===== src/rtl/f_pc_seq_pkg.sv =====
// Shared constants and state encoding for the fetch-stage PC sequencer.
package f_pc_seq_pkg;

    localparam logic [31:0] INITIAL_ADDR = 32'h0000_3000;
    localparam logic [31:0] TRAPPED_ADDR = 32'h0000_4180;

    typedef enum logic [1:0] {
        BOOT = 2'd0,
        RUN  = 2'd1,
        PEND = 2'd2
    } seqState_t;

    // Sequential fetch address; the 32-bit sum wraps naturally.
    function automatic logic [31:0] seqNext(input logic [31:0] pc);
        return pc + 32'd4;
    endfunction

endpackage


===== src/rtl/f_pc_seq_if.sv =====
// Bundle of the sequencer's request inputs and F_PC-facing outputs.
interface f_pc_seq_if;

    logic [31:0] pc;
    logic        stall;
    logic        fetch_ready;
    logic        br_req;
    logic [31:0] br_target;
    logic        eret_req;
    logic [31:0] epc;
    logic        trap_req;
    logic [31:0] npc;
    logic        pc_en;
    logic        trap_out;
    logic        f_flush;
    logic        busy;

    modport master (
        output pc, stall, fetch_ready, br_req, br_target, eret_req, epc, trap_req,
        input  npc, pc_en, trap_out, f_flush, busy
    );

    modport slave (
        input  pc, stall, fetch_ready, br_req, br_target, eret_req, epc, trap_req,
        output npc, pc_en, trap_out, f_flush, busy
    );

endinterface


===== src/rtl/f_pc_pend.sv =====
// One pending-redirect slot: a valid flag plus the target it will replay.
module f_pc_pend (
    input  logic        clk,
    input  logic        reset,
    input  logic        i_set,
    input  logic        i_clear,
    input  logic [31:0] i_target,
    output logic        o_valid,
    output logic [31:0] o_target
);

    logic        r_valid;
    logic [31:0] r_target;

    // A set always rewrites the target so the newest request wins.
    always_ff @(posedge clk or negedge reset) begin
        if (!reset) begin
            r_valid  <= 1'b0;
            r_target <= 32'd0;
        end else if (i_set) begin
            r_valid  <= 1'b1;
            r_target <= i_target;
        end else if (i_clear) begin
            r_valid  <= 1'b0;
        end
    end

    assign o_valid  = r_valid;
    assign o_target = r_target;

endmodule


===== src/rtl/f_pc_seq.sv =====
// Fetch-stage PC sequencer: picks trap, ERET, branch or PC+4 for F_PC.
module f_pc_seq
    import f_pc_seq_pkg::*;
#(
    parameter logic [31:0] INIT_ADDR   = INITIAL_ADDR,
    parameter logic [31:0] TRAP_ADDR   = TRAPPED_ADDR,
    parameter int          BOOT_CYCLES = 2
) (
    input logic      clk,
    input logic      reset,
    f_pc_seq_if.slave bus
);

    localparam logic [3:0] BOOT_LAST = 4'(BOOT_CYCLES - 1);

    seqState_t   r_state;
    logic [3:0]  r_count;

    logic        w_active;
    logic        w_adv;
    logic        w_trap;
    logic        w_brPend;
    logic [31:0] w_brTgtReg;
    logic        w_erPend;
    logic [31:0] w_erTgtReg;
    logic        w_brEff;
    logic        w_erEff;
    logic [31:0] w_brTgt;
    logic [31:0] w_erTgt;
    logic        w_brSet;
    logic        w_erSet;
    logic        w_slotClear;

    assign w_active = (r_state != BOOT);
    assign w_adv    = bus.fetch_ready & ~bus.stall;
    assign w_trap   = w_active & bus.trap_req;

    assign w_brEff  = w_active & (bus.br_req | w_brPend);
    assign w_erEff  = w_active & (bus.eret_req | w_erPend);
    assign w_brTgt  = bus.br_req   ? bus.br_target : w_brTgtReg;
    assign w_erTgt  = bus.eret_req ? bus.epc       : w_erTgtReg;

    // Latch only requests that cannot be taken now; any adv edge either takes
    // the redirect or (branch under an ERET) drops it, and a trap drops both.
    assign w_brSet     = w_active & bus.br_req   & ~w_trap & ~w_adv;
    assign w_erSet     = w_active & bus.eret_req & ~w_trap & ~w_adv;
    assign w_slotClear = w_active & (w_trap | w_adv);

    f_pc_pend u_brSlot (
        .clk      (clk),
        .reset    (reset),
        .i_set    (w_brSet),
        .i_clear  (w_slotClear),
        .i_target (bus.br_target),
        .o_valid  (w_brPend),
        .o_target (w_brTgtReg)
    );

    f_pc_pend u_erSlot (
        .clk      (clk),
        .reset    (reset),
        .i_set    (w_erSet),
        .i_clear  (w_slotClear),
        .i_target (bus.epc),
        .o_valid  (w_erPend),
        .o_target (w_erTgtReg)
    );

    // Boot countdown, then RUN/PEND depending on whether a redirect is waiting.
    always_ff @(posedge clk or negedge reset) begin
        if (!reset) begin
            r_state <= BOOT;
            r_count <= 4'd0;
        end else begin
            case (r_state)
                BOOT: begin
                    r_count <= r_count + 4'd1;
                    if (r_count == BOOT_LAST) begin
                        r_state <= RUN;
                    end
                end
                RUN: begin
                    if (!w_trap && (w_erEff || w_brEff) && !w_adv) begin
                        r_state <= PEND;
                    end
                end
                PEND: begin
                    if (w_trap || w_adv) begin
                        r_state <= RUN;
                    end
                end
                default: r_state <= BOOT;
            endcase
        end
    end

    // Next-PC selection by priority; during a trap F_PC takes TRAP_ADDR itself.
    always_comb begin
        bus.npc      = INIT_ADDR;
        bus.pc_en    = 1'b0;
        bus.trap_out = 1'b0;
        bus.f_flush  = 1'b0;
        bus.busy     = 1'b1;
        if (w_active) begin
            bus.busy     = (r_state == PEND);
            bus.trap_out = w_trap;
            if (w_trap) begin
                bus.npc     = TRAP_ADDR;
                bus.f_flush = 1'b1;
            end else if (w_erEff && w_adv) begin
                bus.npc     = w_erTgt;
                bus.pc_en   = 1'b1;
                bus.f_flush = 1'b1;
            end else if (w_brEff && w_adv) begin
                bus.npc     = w_brTgt;
                bus.pc_en   = 1'b1;
            end else begin
                bus.npc     = seqNext(bus.pc);
                bus.pc_en   = w_adv;
            end
        end
    end

endmodule

===== src/flat_wrapper.sv =====
// flat-port wrapper written by rule: the top's interface ports become plain ports
module f_pc_seq_flat import f_pc_seq_pkg::*;
#(
    parameter logic [31:0] INIT_ADDR   = INITIAL_ADDR,
    parameter logic [31:0] TRAP_ADDR   = TRAPPED_ADDR,
    parameter int          BOOT_CYCLES = 2
)
  (clk, reset, bus_pc, bus_stall, bus_fetch_ready, bus_br_req, bus_br_target, bus_eret_req, bus_epc, bus_trap_req, bus_npc, bus_pc_en, bus_trap_out, bus_f_flush, bus_busy);
  f_pc_seq_if bus_i ();
  input logic clk;
  input logic reset;
  input wire logic [$bits(bus_i.pc)-1:0] bus_pc;
  input wire logic [$bits(bus_i.stall)-1:0] bus_stall;
  input wire logic [$bits(bus_i.fetch_ready)-1:0] bus_fetch_ready;
  input wire logic [$bits(bus_i.br_req)-1:0] bus_br_req;
  input wire logic [$bits(bus_i.br_target)-1:0] bus_br_target;
  input wire logic [$bits(bus_i.eret_req)-1:0] bus_eret_req;
  input wire logic [$bits(bus_i.epc)-1:0] bus_epc;
  input wire logic [$bits(bus_i.trap_req)-1:0] bus_trap_req;
  output wire logic [$bits(bus_i.npc)-1:0] bus_npc;
  output wire logic [$bits(bus_i.pc_en)-1:0] bus_pc_en;
  output wire logic [$bits(bus_i.trap_out)-1:0] bus_trap_out;
  output wire logic [$bits(bus_i.f_flush)-1:0] bus_f_flush;
  output wire logic [$bits(bus_i.busy)-1:0] bus_busy;
  assign bus_i.pc = bus_pc;
  assign bus_i.stall = bus_stall;
  assign bus_i.fetch_ready = bus_fetch_ready;
  assign bus_i.br_req = bus_br_req;
  assign bus_i.br_target = bus_br_target;
  assign bus_i.eret_req = bus_eret_req;
  assign bus_i.epc = bus_epc;
  assign bus_i.trap_req = bus_trap_req;
  assign bus_npc = bus_i.npc;
  assign bus_pc_en = bus_i.pc_en;
  assign bus_trap_out = bus_i.trap_out;
  assign bus_f_flush = bus_i.f_flush;
  assign bus_busy = bus_i.busy;
  f_pc_seq #(.INIT_ADDR(INIT_ADDR), .TRAP_ADDR(TRAP_ADDR), .BOOT_CYCLES(BOOT_CYCLES)) u_core (.clk(clk), .reset(reset), .bus(bus_i));
endmodule

===== config.mk =====
export PLATFORM = sky130hd
export DESIGN_NAME = f_pc_seq_flat
export DESIGN_NICKNAME = d
export VERILOG_FILES = /design/src/rtl/f_pc_seq_pkg.sv /design/src/rtl/f_pc_seq_if.sv /design/src/rtl/f_pc_pend.sv /design/src/rtl/f_pc_seq.sv /design/src/flat_wrapper.sv
export SDC_FILE = /design/constraint.sdc
export NUM_CORES = 1
export LEC_CHECK = 0
export ABC_AREA = 1
export CORE_MARGIN = 1.5
export CORE_UTILIZATION = 40
export CTS_CLUSTER_DIAMETER = 120
export DETAILED_ROUTE_END_ITERATION = 8
export PLACE_DENSITY = 0.71
export SYNTH_ARGS = -nofsm -noshare
export SYNTH_HDL_FRONTEND = slang
export SYNTH_SLANG_ARGS = --single-unit
export TNS_END_PERCENT = 1

===== constraint.sdc =====
create_clock -name clk -period 2.4 [get_ports clk]
set_input_delay 0.72 -clock clk [delete_from_list [all_inputs] [get_ports clk]]
set_output_delay 0.72 -clock clk [all_outputs]
set_load 0.02 [all_outputs]

==> flow_summary.ini <==
[setup_path]
start_kind = primary input
cp_data_required_time_ns = 1.68
path_max_fanout = 3
cp_num_buf_inv = 2
end_kind = output port
cp_cell_sequence = clkbuf_4 > nand2_4 > nor2_4 > nand2_1 > nor2_2 > nand2_1 > nand2_1 > nand2_1 > nand2_1 > nand2_1 > a21oi_2 > buf_6
rrSetupSlack_ns = 0.63
crit_slowest_cell = a21oi_2
cp_top_family = simple AND/OR/NAND/NOR gates
max_stage_delay_ns = 0.20
path_class = primary input to output port
crit_arrival_ns = 2.04
cp_common_cell = nand2_1

[finish]
finish.utilization = 0.660
final_cells = 1201
n_antenna_cell = 0
final_nets = 1131
postLayoutCellArea_sq_um = 8300
syn2layout_area_growth_pct = 62.3
fill_cells = 1070
final_layout_size_suffix_gt1_frac = 0.317

[floorplan]
io_pins = 139
dieArea_sq_um = 13500
die_w_um = 116
core_area_sq_um = 12600
initial_utilization = 0.407
die_h_um = 116
rows = 41

[global_routing]
grt_pass1_vias = 5753
grt_pass1_wl_um = 28500
gr-total-overflow = 0
track_usage = 0.275
antenna_found_initial = 0
grt_max_degree = 73

[logic_synthesis]
yosysTopAreaCell = dfrtp_1
yosysSeqAreaShare = 0.353
netlist_area_sq_um = 5110
yosysTopAreaCellShare = 0.353
ys_seq_elements = 72
ys_warn_count = 0
synth_cell_types = 30
synth_fp_nets = 909
ys_top_cells_by_area = dfrtp_1, nand2_1, o21ai_0
postSynthCellCount = 803
syn_area_per_cell_sq_um = 6.37

[clock_network]
clock_path_buffers = 2
cts-root-buf = clkbuf_16
cts_hold_buf = 0
clock_sinks = 72
clk_latency_ns = 0.34
cts-htree-levels = 3
cts_tree = done
cts_made_buffers = 9
path_clk_slew_ns = 0.06

[drt]
first_pass_iters = 6
routed_wl_um = 18600
wl_per_cell_um = 15.4
vias_per_cell = 5.12
antenna_left = 0
remaining_drc_errors = 0
drt-initial-drc-count = 554
num_vias = 6154

[sta]
tns_ns = -9.64
worst_pin_slew_ns = 0.426
slew_headroom = 0.713
drv_slew = 0
final-hold-violation-count = 0
max_freq_mhz = 362
finClkSkew_ns = 0.00638
setup_viol = 32
rsz0062_at_grt = yes
fin_crit_ns = 2.76
fin_crit_sh = 1.15
fin_ws_ns = -0.363

[place]
dp.cells = 1171
portBuffers = 138
place_area_sq_um = 7460
globalplace.congestion = 0.915
place_hpwl_um = 13000

[run_status]
violations = setup timing
status = complete, but fails checks

[power_and_ir_drop]
power.density_nw_per_um2 = 796
ir_drop_mv = 0.459
power_mw = 6.60
p_leak_nw = 4.11

[job]
drv_cap = 0

[worst_hold_path]
hp-class = primary input to asynchronous set/reset pin
## state kept, by name, indices dropped and copies added, names as in the netlist
signal,flops
u_core.u_brSlot.o_valid,1
u_core.r_state,2
u_core.u_brSlot.o_target,32
u_core.r_count,4
u_core.u_erSlot.o_target,32
u_core.u_erSlot.o_valid,1
## power breakdown
part | switching (mW) | internal, mW
clock | 0.524 | 0.907
combinational | 1.68 | 1.36
sequential | 0.329 | 1.80
## logic make-up after synthesis
family | Yosys count | share of synthesized area
AND/OR/NAND/NOR | 370 | 0.291
AO/OA/AOI/OAI | 197 | 0.204
buffers and inverters | 144 | 0.114
multiplexers | 3 | 0.00661
adder cells (fa/ha/maj) | 3 | 0.00734
XOR/XNOR | 14 | 0.0240
flip-flops | 72 | 0.353
## through the flow
stage | hold slack [ns] | setup WS, ns
after global placement | 0.459 | -1.27
after global routing | 0.438 | -0.446
after floorplan | 0.424 | -0.161
final | 0.384 | -0.363
after detailed placement | 0.467 | -1.30
after CTS | 0.424 | -0.371
## cells in the mapped netlist (all sizes together)
library cell / number
o22ai: 1
clkbuf: 11
a21oi: 28
o21ai: 143
a31oi: 6
dfrtp: 72
mux2: 3
and2: 2
nand4: 1
xnor2: 5
xor2: 9
inv: 104
ha: 3
nor2: 59
o21bai: 1
nor3: 2
o211ai: 18
nand2: 280
nand3b: 1
buf: 29
nand3: 25
## final cells by class
type | instances | area (sq um) | share of cell area
flip-flops and latches | 72 | 1800 | 0.217
inverters | 104 | 398 | 0.0480
clock buffers | 10 | 229 | 0.0276
multi-input cells | 587 | 3260 | 0.393
well taps | 172 | 215 | 0.0259
clock inverters | 5 | 81.3 | 0.00980
repair buffers | 251 | 2310 | 0.278
## final timing paths
path | end | start | cells past startpoint
worst max register to register | u_core.u_erSlot.o_target[13] | u_core.r_state[0] | 8
worst min-delay path | u_core.u_brSlot.o_target[9] | reset | 2
worst max-delay path | bus_npc[14] | bus_pc[9] | 12
min in group clk | u_core.u_brSlot.o_target[29] | u_core.u_brSlot.o_target[29] | 2
max in group asynchronous | u_core.r_state[1] | reset | 2
worst min register to register | u_core.u_brSlot.o_target[29] | u_core.u_brSlot.o_target[29] | 2
## routing by layer
metal / GRT usage / share of wire / routed length, um
met5: 0 / 0 / 0
met1: 0.363 / 0.42 / 7730
met4: 0.109 / 0.032 / 587
met3: 0.0429 / 0.076 / 1420
met2: 0.454 / 0.48 / 8810
## repair_timing
action                     in CTS  in global routing
resized for setup             360                116
pin swaps                      50                 40
cloned                          3                  0
setup endpoints to repair      35                 35
setup buffers                   9                  3
## cell usage in the layout, fill, tap and decap left out, types with 9 or more instances in the layout
cell type        count
nand2_1            233
buf_4              116
o21ai_0            100
inv_1               94
dfrtp_1             72
clkdlybuf4s50_1     68
o21ai_1             38
nand2_2             28
nor2_1              25
nand3_1             22
nor2_4              21
a21oi_2             20
nand2_4             18
o211ai_1            18
buf_6               18
buf_2               15
nor2_2              13
buf_12              12
clkbuf_16            9
Power figures use the tool's default switching activity.
